**src/rtl/fp_mul_pipe.sv**
```systemverilog
// 3-stage pipelined floating-point multiplier (flush-to-zero, saturating) with a valid/ready stall.
// Define FP_MUL_RNE_EN for round-to-nearest-even; otherwise results are truncated toward zero.
module fp_mul_pipe #(
    parameter int EXP_W = 8,
    parameter int MAN_W = 23
) (
    input  logic                 clk,
    input  logic                 rst,
    input  logic                 in_valid,
    output logic                 in_ready,
    input  logic [EXP_W+MAN_W:0] in_a,
    input  logic [EXP_W+MAN_W:0] in_b,
    output logic                 out_valid,
    input  logic                 out_ready,
    output logic [EXP_W+MAN_W:0] out_data,
    output logic [3:0]           out_flags
);
    localparam int EW = EXP_W + 2;
    localparam int PW = 2 * MAN_W + 2;
    localparam logic signed [EW-1:0] BIAS    = EW'((1 << (EXP_W - 1)) - 1);
    localparam logic signed [EW-1:0] EXP_MAX = EW'((1 << EXP_W) - 1);
    localparam logic signed [EW-1:0] ONE     = EW'(1);
    localparam logic signed [EW-1:0] ZERO    = '0;

    // Handshake: a transfer happens on a rising edge where valid && ready. The whole
    // pipe moves as one; it stalls only when a result sits at the output unaccepted.
    logic advance;
    assign advance  = !out_valid || out_ready;
    assign in_ready = advance;

    logic                 sa, sb;
    logic [EXP_W-1:0]     ea, eb;
    logic [MAN_W-1:0]     fa, fb;
    logic                 a_zero, a_inf, a_nan, b_zero, b_inf, b_nan;
    logic signed [EW-1:0] exp_sum;
    logic [PW-1:0]        prod;

    assign {sa, ea, fa} = in_a;
    assign {sb, eb, fb} = in_b;
    assign a_zero  = (ea == '0);
    assign b_zero  = (eb == '0);
    assign a_inf   = (&ea) && (fa == '0);
    assign b_inf   = (&eb) && (fb == '0);
    assign a_nan   = (&ea) && (fa != '0);
    assign b_nan   = (&eb) && (fb != '0);
    assign exp_sum = $signed({2'b00, ea}) + $signed({2'b00, eb}) - BIAS;
    assign prod    = PW'({1'b1, fa}) * PW'({1'b1, fb});

    logic                 s1_valid, s1_sign, s1_nan, s1_inf, s1_zero;
    logic signed [EW-1:0] s1_exp;
    logic [PW-1:0]        s1_prod;

    always_ff @(posedge clk or posedge rst) begin
        if (rst) begin
            s1_valid <= 1'b0;
            s1_sign  <= 1'b0;
            s1_nan   <= 1'b0;
            s1_inf   <= 1'b0;
            s1_zero  <= 1'b0;
            s1_exp   <= '0;
            s1_prod  <= '0;
        end else if (advance) begin
            s1_valid <= in_valid;
            s1_sign  <= sa ^ sb;
            s1_nan   <= a_nan || b_nan || (a_inf && b_zero) || (b_inf && a_zero);
            s1_inf   <= a_inf || b_inf;
            s1_zero  <= a_zero || b_zero;
            s1_exp   <= exp_sum;
            s1_prod  <= prod;
        end
    end

    // Significand product lies in [1,4): normalise by at most one position.
    logic                 norm, n_guard, n_sticky;
    logic signed [EW-1:0] n_exp;
    logic [MAN_W-1:0]     n_frac;

    assign norm = s1_prod[PW-1];

    always_comb begin
        if (norm) begin
            n_exp    = s1_exp + ONE;
            n_frac   = s1_prod[PW-2 -: MAN_W];
            n_guard  = s1_prod[MAN_W];
            n_sticky = |s1_prod[MAN_W-1:0];
        end else begin
            n_exp    = s1_exp;
            n_frac   = s1_prod[PW-3 -: MAN_W];
            n_guard  = s1_prod[MAN_W-1];
            n_sticky = |s1_prod[MAN_W-2:0];
        end
    end

    logic                 s2_valid, s2_sign, s2_nan, s2_inf, s2_zero, s2_guard, s2_sticky;
    logic signed [EW-1:0] s2_exp;
    logic [MAN_W-1:0]     s2_frac;

    always_ff @(posedge clk or posedge rst) begin
        if (rst) begin
            s2_valid  <= 1'b0;
            s2_sign   <= 1'b0;
            s2_nan    <= 1'b0;
            s2_inf    <= 1'b0;
            s2_zero   <= 1'b0;
            s2_guard  <= 1'b0;
            s2_sticky <= 1'b0;
            s2_exp    <= '0;
            s2_frac   <= '0;
        end else if (advance) begin
            s2_valid  <= s1_valid;
            s2_sign   <= s1_sign;
            s2_nan    <= s1_nan;
            s2_inf    <= s1_inf;
            s2_zero   <= s1_zero;
            s2_guard  <= n_guard;
            s2_sticky <= n_sticky;
            s2_exp    <= n_exp;
            s2_frac   <= n_frac;
        end
    end

    logic signed [EW-1:0] r_exp;
    logic [MAN_W-1:0]     r_frac;
    logic                 lost;

    assign lost = s2_guard || s2_sticky;

`ifdef FP_MUL_RNE_EN
    logic round_up, r_carry;
    assign round_up          = s2_guard && (s2_sticky || s2_frac[0]);
    assign {r_carry, r_frac} = {1'b0, s2_frac} + (MAN_W + 1)'(round_up);
    // A carry leaves the fraction at zero: significand 10.0 becomes 1.0 with exponent + 1.
    assign r_exp             = r_carry ? (s2_exp + ONE) : s2_exp;
`else
    assign r_frac = s2_frac;
    assign r_exp  = s2_exp;
`endif

    logic [EXP_W+MAN_W:0] res;
    logic [3:0]           res_flags;

    always_comb begin
        res       = {s2_sign, r_exp[EXP_W-1:0], r_frac};
        res_flags = {3'b000, lost};
        if (s2_nan) begin
            res       = {1'b0, {EXP_W{1'b1}}, 1'b1, {(MAN_W-1){1'b0}}};
            res_flags = 4'b1000;
        end else if (s2_inf) begin
            res       = {s2_sign, {EXP_W{1'b1}}, {MAN_W{1'b0}}};
            res_flags = 4'b0000;
        end else if (s2_zero) begin
            res       = {s2_sign, {(EXP_W+MAN_W){1'b0}}};
            res_flags = 4'b0000;
        end else if (r_exp >= EXP_MAX) begin
            res       = {s2_sign, {EXP_W{1'b1}}, {MAN_W{1'b0}}};
            res_flags = 4'b0101;
        end else if (r_exp <= ZERO) begin
            res       = {s2_sign, {(EXP_W+MAN_W){1'b0}}};
            res_flags = 4'b0011;
        end
    end

    always_ff @(posedge clk or posedge rst) begin
        if (rst) begin
            out_valid <= 1'b0;
            out_data  <= '0;
            out_flags <= '0;
        end else if (advance) begin
            out_valid <= s2_valid;
            out_data  <= res;
            out_flags <= res_flags;
        end
    end

endmodule

```
**config.mk**
```make
export PLATFORM = sky130hd
export DESIGN_NAME = fp_mul_pipe
export DESIGN_NICKNAME = d
export VERILOG_FILES = /design/src/rtl/fp_mul_pipe.sv
export SDC_FILE = /design/constraint.sdc
export NUM_CORES = 2
export LEC_CHECK = 0
export CORE_UTILIZATION = 30
export CTS_BUF_LIST = sky130_fd_sc_hd__clkbuf_16
export CTS_CLUSTER_DIAMETER = 80
export DETAILED_ROUTE_END_ITERATION = 10
export PLACE_DENSITY = 0.42
export SLEW_MARGIN = 20
export SYNTH_ARGS = -nofsm -noshare
export SYNTH_HDL_FRONTEND = slang
export SYNTH_SLANG_ARGS = --single-unit
```
**constraint.sdc**
```tcl
create_clock -name clk -period 12.7 [get_ports clk]
set_clock_uncertainty 0.05 [all_clocks]
set_input_delay 2.54 -clock clk [delete_from_list [all_inputs] [get_ports clk]]
set_output_delay 2.54 -clock clk [all_outputs]
set_load 0.05 [all_outputs]
```
==> results.md <==
- Reg2reg end: s1_prod[27]
- Wire length of the first global-routing pass: about 120 mm
- Hold buffer count at cts: 0
- Data arrival, critical path: 10420 ps
- Clock insertion delay at the later pin of the skew report: approximately 420 ps
- Worst path most repeated cell: sky130_fd_sc_hd__fa_1
- Clock Tree Buf Depth: 2
- Path length in cells of the critical path: 22
- Most frequent cells in the layout: sky130_fd_sc_hd__inv_1, sky130_fd_sc_hd__fa_1, sky130_fd_sc_hd__nand2_1, sky130_fd_sc_hd__and2_1, sky130_fd_sc_hd__ha_1
- Most instantiated flip-flop cell in the synthesis netlist: sky130_fd_sc_hd__dfrtp_1
- Worst hold path startpoint: s2_valid
- Setup repair after global routing missed its margin: false
- Estimated wirelength of the detail-placed design: around 60 mm
- Die Ht: 289 um
- Placer congestion estimate: between 0.8 and 0.9
- PortBufs: 105
- Initial cell density of the core: 0.305
- Root Buffer: sky130_fd_sc_hd__clkbuf_16
- Core Box Area: a little over 80000 um2
- DRC violation count after routing: 0
- Crit Reg-Reg Startpoint: out_valid
- Final ANT Viol Nets: 0
- Number of fill cells: ~8500
- Post-synthesis sequential area ratio: 0.142
- Classification of the worst-slack hold path: reg2reg
- Largest net degree at the start of global routing: 86
- TritonCTS clock tree: done
- Run status: complete, no violations
- Actual transition at the worst max-transition pin: roughly 1100 ps
- Nets@finish: 3531
- Site Rows: roughly 100
- Normalized max-slew margin: 0.270
- Req. time, crit path: around 13000 ps
- Remaining Overflow, GRT: 0
- R2R cell count: 7
- YS warnings: 0
- Fraction of registers with async set/reset: 1.00
- Post-cts sizing count: 0
- Slowest CP cell: sky130_fd_sc_hd__clkdlybuf4s50_1
- Leading cell type in the layout, fill and taps excluded: sky130_fd_sc_hd__inv_1
- Number of endpoints with negative hold slack in the final report: 0
- Die width: 289 um
- Post-route cell area: 27600 um2
- Clock transition at path regs: around 70 ps
- Post-layout min period: 10200 ps
- Number of detailed-route iterations in the first pass: 5
- Count of flip-flops with a built-in enable after synthesis: 0
- Maximum capacitance violations: 0
- Sum Neg Setup Slack: 0 ps
- Final setup violation count: 0
- Launch point of the critical path: in_b[8]
- H-Tree Depth: 4
- Syn Std Cell Area: roughly 25000 um2
- Chain of cells forming the critical path: clkdlybuf4s50_1 -> clkinv_1 -> nor2_1 -> fa_1 -> fa_1 -> inv_1 -> fa_1 -> inv_1 -> fa_1 -> fa_1 -> fa_1 -> fa_1 -> ha_1 -> and4_1 -> a221oi_1 -> o21a_1 -> o21ai_0 -> a2111oi_0 -> o21ai_0 -> a21oi_1 -> xor2_1 -> o21ai_0
- Setup slack of the worst register-to-register path: just under 10000 ps
- Via-per-instance ratio: ~4.8
- Longest individual stage delay on the worst path: 900 ps
- Routed vias: roughly 18000
- Synthesis-stage register bit count: 140
- Area added between synthesis and finish: 11.6%
- Clock tree sinks: 140
- Via count of the first global-routing pass: 20296
- Total Routing Usage GR: 0.192
- Highest achievable clock rate: just under 0.1 GHz
- Crit path launch type: input port
- Buffers and inverters on the worst path: 4
- Top Family by Delay on Critical Path: adder cells
- Number of library cell types mapped by synthesis: ~60
- Syn_area_per_cell: roughly 9 um2
- Post-CTS setup buffers: 0
- Number of top-level design ports: roughly 110
- Largest fanout of any net on the critical path: 17
- Cell count after synthesis: about 2700
- Termination of the worst setup path: s1_prod[34]
- Pins over their slew limit: 0
- Kind of critical path: in2reg
- Net Count, Synth: between 3000 and 4000
- Overall routed net length: a little under 80 mm
- Fraction of layout cells with a size suffix above 1: 0.0353
- Number of buffers created by CTS: 17
- Die footprint: roughly 84000 um2
- Endpoint type of the worst setup path: register
- Initial antenna violation count: 3
- Cell area after placement: roughly 27000 um2
- Final cycle utilization of the critical path: 0.803
- Routed wire length per instance: 20.1 um
- Iteration-0 DRC Markers: slightly below 900
==> worst min path at each step <==
stage / cells past startpoint / endpoint / slack, ps
after global placement: 2 / s2_valid / 400
after detailed placement: 1 / out_valid / 400
final: 1 / out_valid / 400
after CTS: 1 / out_valid / 410
after floorplan: 2 / s2_valid / 380
after global routing: 1 / out_valid / 430
==> sequential cells by signal (all words and copies together), names as in the netlist, 4 cells and up <==
| signal | count |
|---|---|
| out_data | 32 |
| out_flags | 4 |
| r_exp | 10 |
| r_frac | 23 |
| s1_exp | 10 |
| s1_prod | 48 |
==> worst reg2reg max path, stage by stage (launching register included) <==
cell	delay, ps
sky130_fd_sc_hd__dfrtp_1	350
sky130_fd_sc_hd__nor2b_4	130
sky130_fd_sc_hd__buf_4	510
sky130_fd_sc_hd__clkinv_2	720
sky130_fd_sc_hd__buf_4	540
sky130_fd_sc_hd__a31oi_1	290
sky130_fd_sc_hd__o21ai_0	100
sky130_fd_sc_hd__nor3_1	140
==> cell type report <==
cell class | count | area (um2) | area share
Clock buffer | 17 | 425 | 0.0154
Sequential cell | 140 | 3500 | 0.127
Tap cell | 1060 | 1330 | 0.0480
Inverter | 593 | 2230 | 0.0808
Antenna cell | 1 | 2.50 | 0.0000906
Multi-Input combinational cell | 1886 | 18600 | 0.672
Clock inverter | 15 | 198 | 0.00716
Timing Repair Buffer | 153 | 1380 | 0.0498
==> synthesized netlist by cell type, types with 2 or more instances <==
cell	n	share of area
sky130_fd_sc_hd__and2_1	250	0.063
sky130_fd_sc_hd__nand2_1	385	0.058
sky130_fd_sc_hd__nor2b_1	7	0.0018
sky130_fd_sc_hd__a31oi_1	10	0.0025
sky130_fd_sc_hd__ha_1	189	0.096
sky130_fd_sc_hd__o31ai_1	3	0.00091
sky130_fd_sc_hd__o21ai_1	5	0.0010
sky130_fd_sc_hd__fa_1	483	0.39
sky130_fd_sc_hd__a2111oi_0	2	0.00071
sky130_fd_sc_hd__o221ai_1	2	0.00071
sky130_fd_sc_hd__inv_1	588	0.089
sky130_fd_sc_hd__nand3_1	13	0.0026
sky130_fd_sc_hd__o21bai_1	4	0.0012
sky130_fd_sc_hd__clkbuf_1	118	0.018
sky130_fd_sc_hd__a221oi_1	3	0.0011
sky130_fd_sc_hd__a21oi_1	90	0.018
sky130_fd_sc_hd__xor2_1	29	0.010
sky130_fd_sc_hd__nand3b_1	2	0.00061
sky130_fd_sc_hd__nand2b_1	4	0.0010
sky130_fd_sc_hd__or4_1	3	0.00091
sky130_fd_sc_hd__a22o_1	22	0.0078
sky130_fd_sc_hd__nor2_1	130	0.020
sky130_fd_sc_hd__dfrtp_1	140	0.14
sky130_fd_sc_hd__o21a_1	5	0.0015
sky130_fd_sc_hd__clkinv_1	4	0.00061
sky130_fd_sc_hd__a21o_1	16	0.0049
sky130_fd_sc_hd__o21ai_0	80	0.016
sky130_fd_sc_hd__o2111ai_1	3	0.0011
sky130_fd_sc_hd__and3_1	6	0.0015
sky130_fd_sc_hd__a41oi_1	4	0.0014
sky130_fd_sc_hd__and4_1	2	0.00071
sky130_fd_sc_hd__nand4_1	18	0.0046
sky130_fd_sc_hd__xnor2_1	28	0.0099
sky130_fd_sc_hd__a211o_1	2	0.00071
sky130_fd_sc_hd__a211oi_1	3	0.00091
sky130_fd_sc_hd__mux2i_1	25	0.010
sky130_fd_sc_hd__buf_1	9	0.0014
sky130_fd_sc_hd__nor4_1	22	0.0056
sky130_fd_sc_hd__a311oi_1	2	0.00071
sky130_fd_sc_hd__nor4b_1	2	0.00071
sky130_fd_sc_hd__nor3_1	13	0.0026
==> metrics by stage <==
step | cells | worst slack [ps] | util | hold WS (ps)
final | 3865 | 2500 | 0.341 | 402
after global routing | 3864 | 2100 | 0.341 | 427
after CTS | 3864 | 2530 | 0.341 | 410
after detailed placement | 3832 | 2110 | 0.333 | 399
after global placement | 3832 | 2050 | 0.333 | 396
after floorplan | 2746 | 4000 | - | 380
==> cells by family (layout without fill, tap and decap cells) <==
family,count (synthesis),count (layout),synth area share
and+or+nand+nor,861,861,0.165
buffers and inverters,720,778,0.109
AOI/OAI and AO/OA,271,271,0.0676
muxes,25,25,0.0101
other,0,1,0
xor gates and xnor gates,57,57,0.0202
DFF,140,140,0.142
adders and majority gates,672,672,0.486
==> metal layers <==
layer  vias to the layer above  routed length, um  global-route usage
met3                        88               2630              0.0174
met1                      9541              34300               0.254
li1                       8366                  -                   -
met5                         -                 13                   0
met2                       386              38900               0.334
met4                         2               1920              0.0495
Power is not shown: default switching activity piles up to over one toggle a cycle in this logic, so the estimate is an artifact.
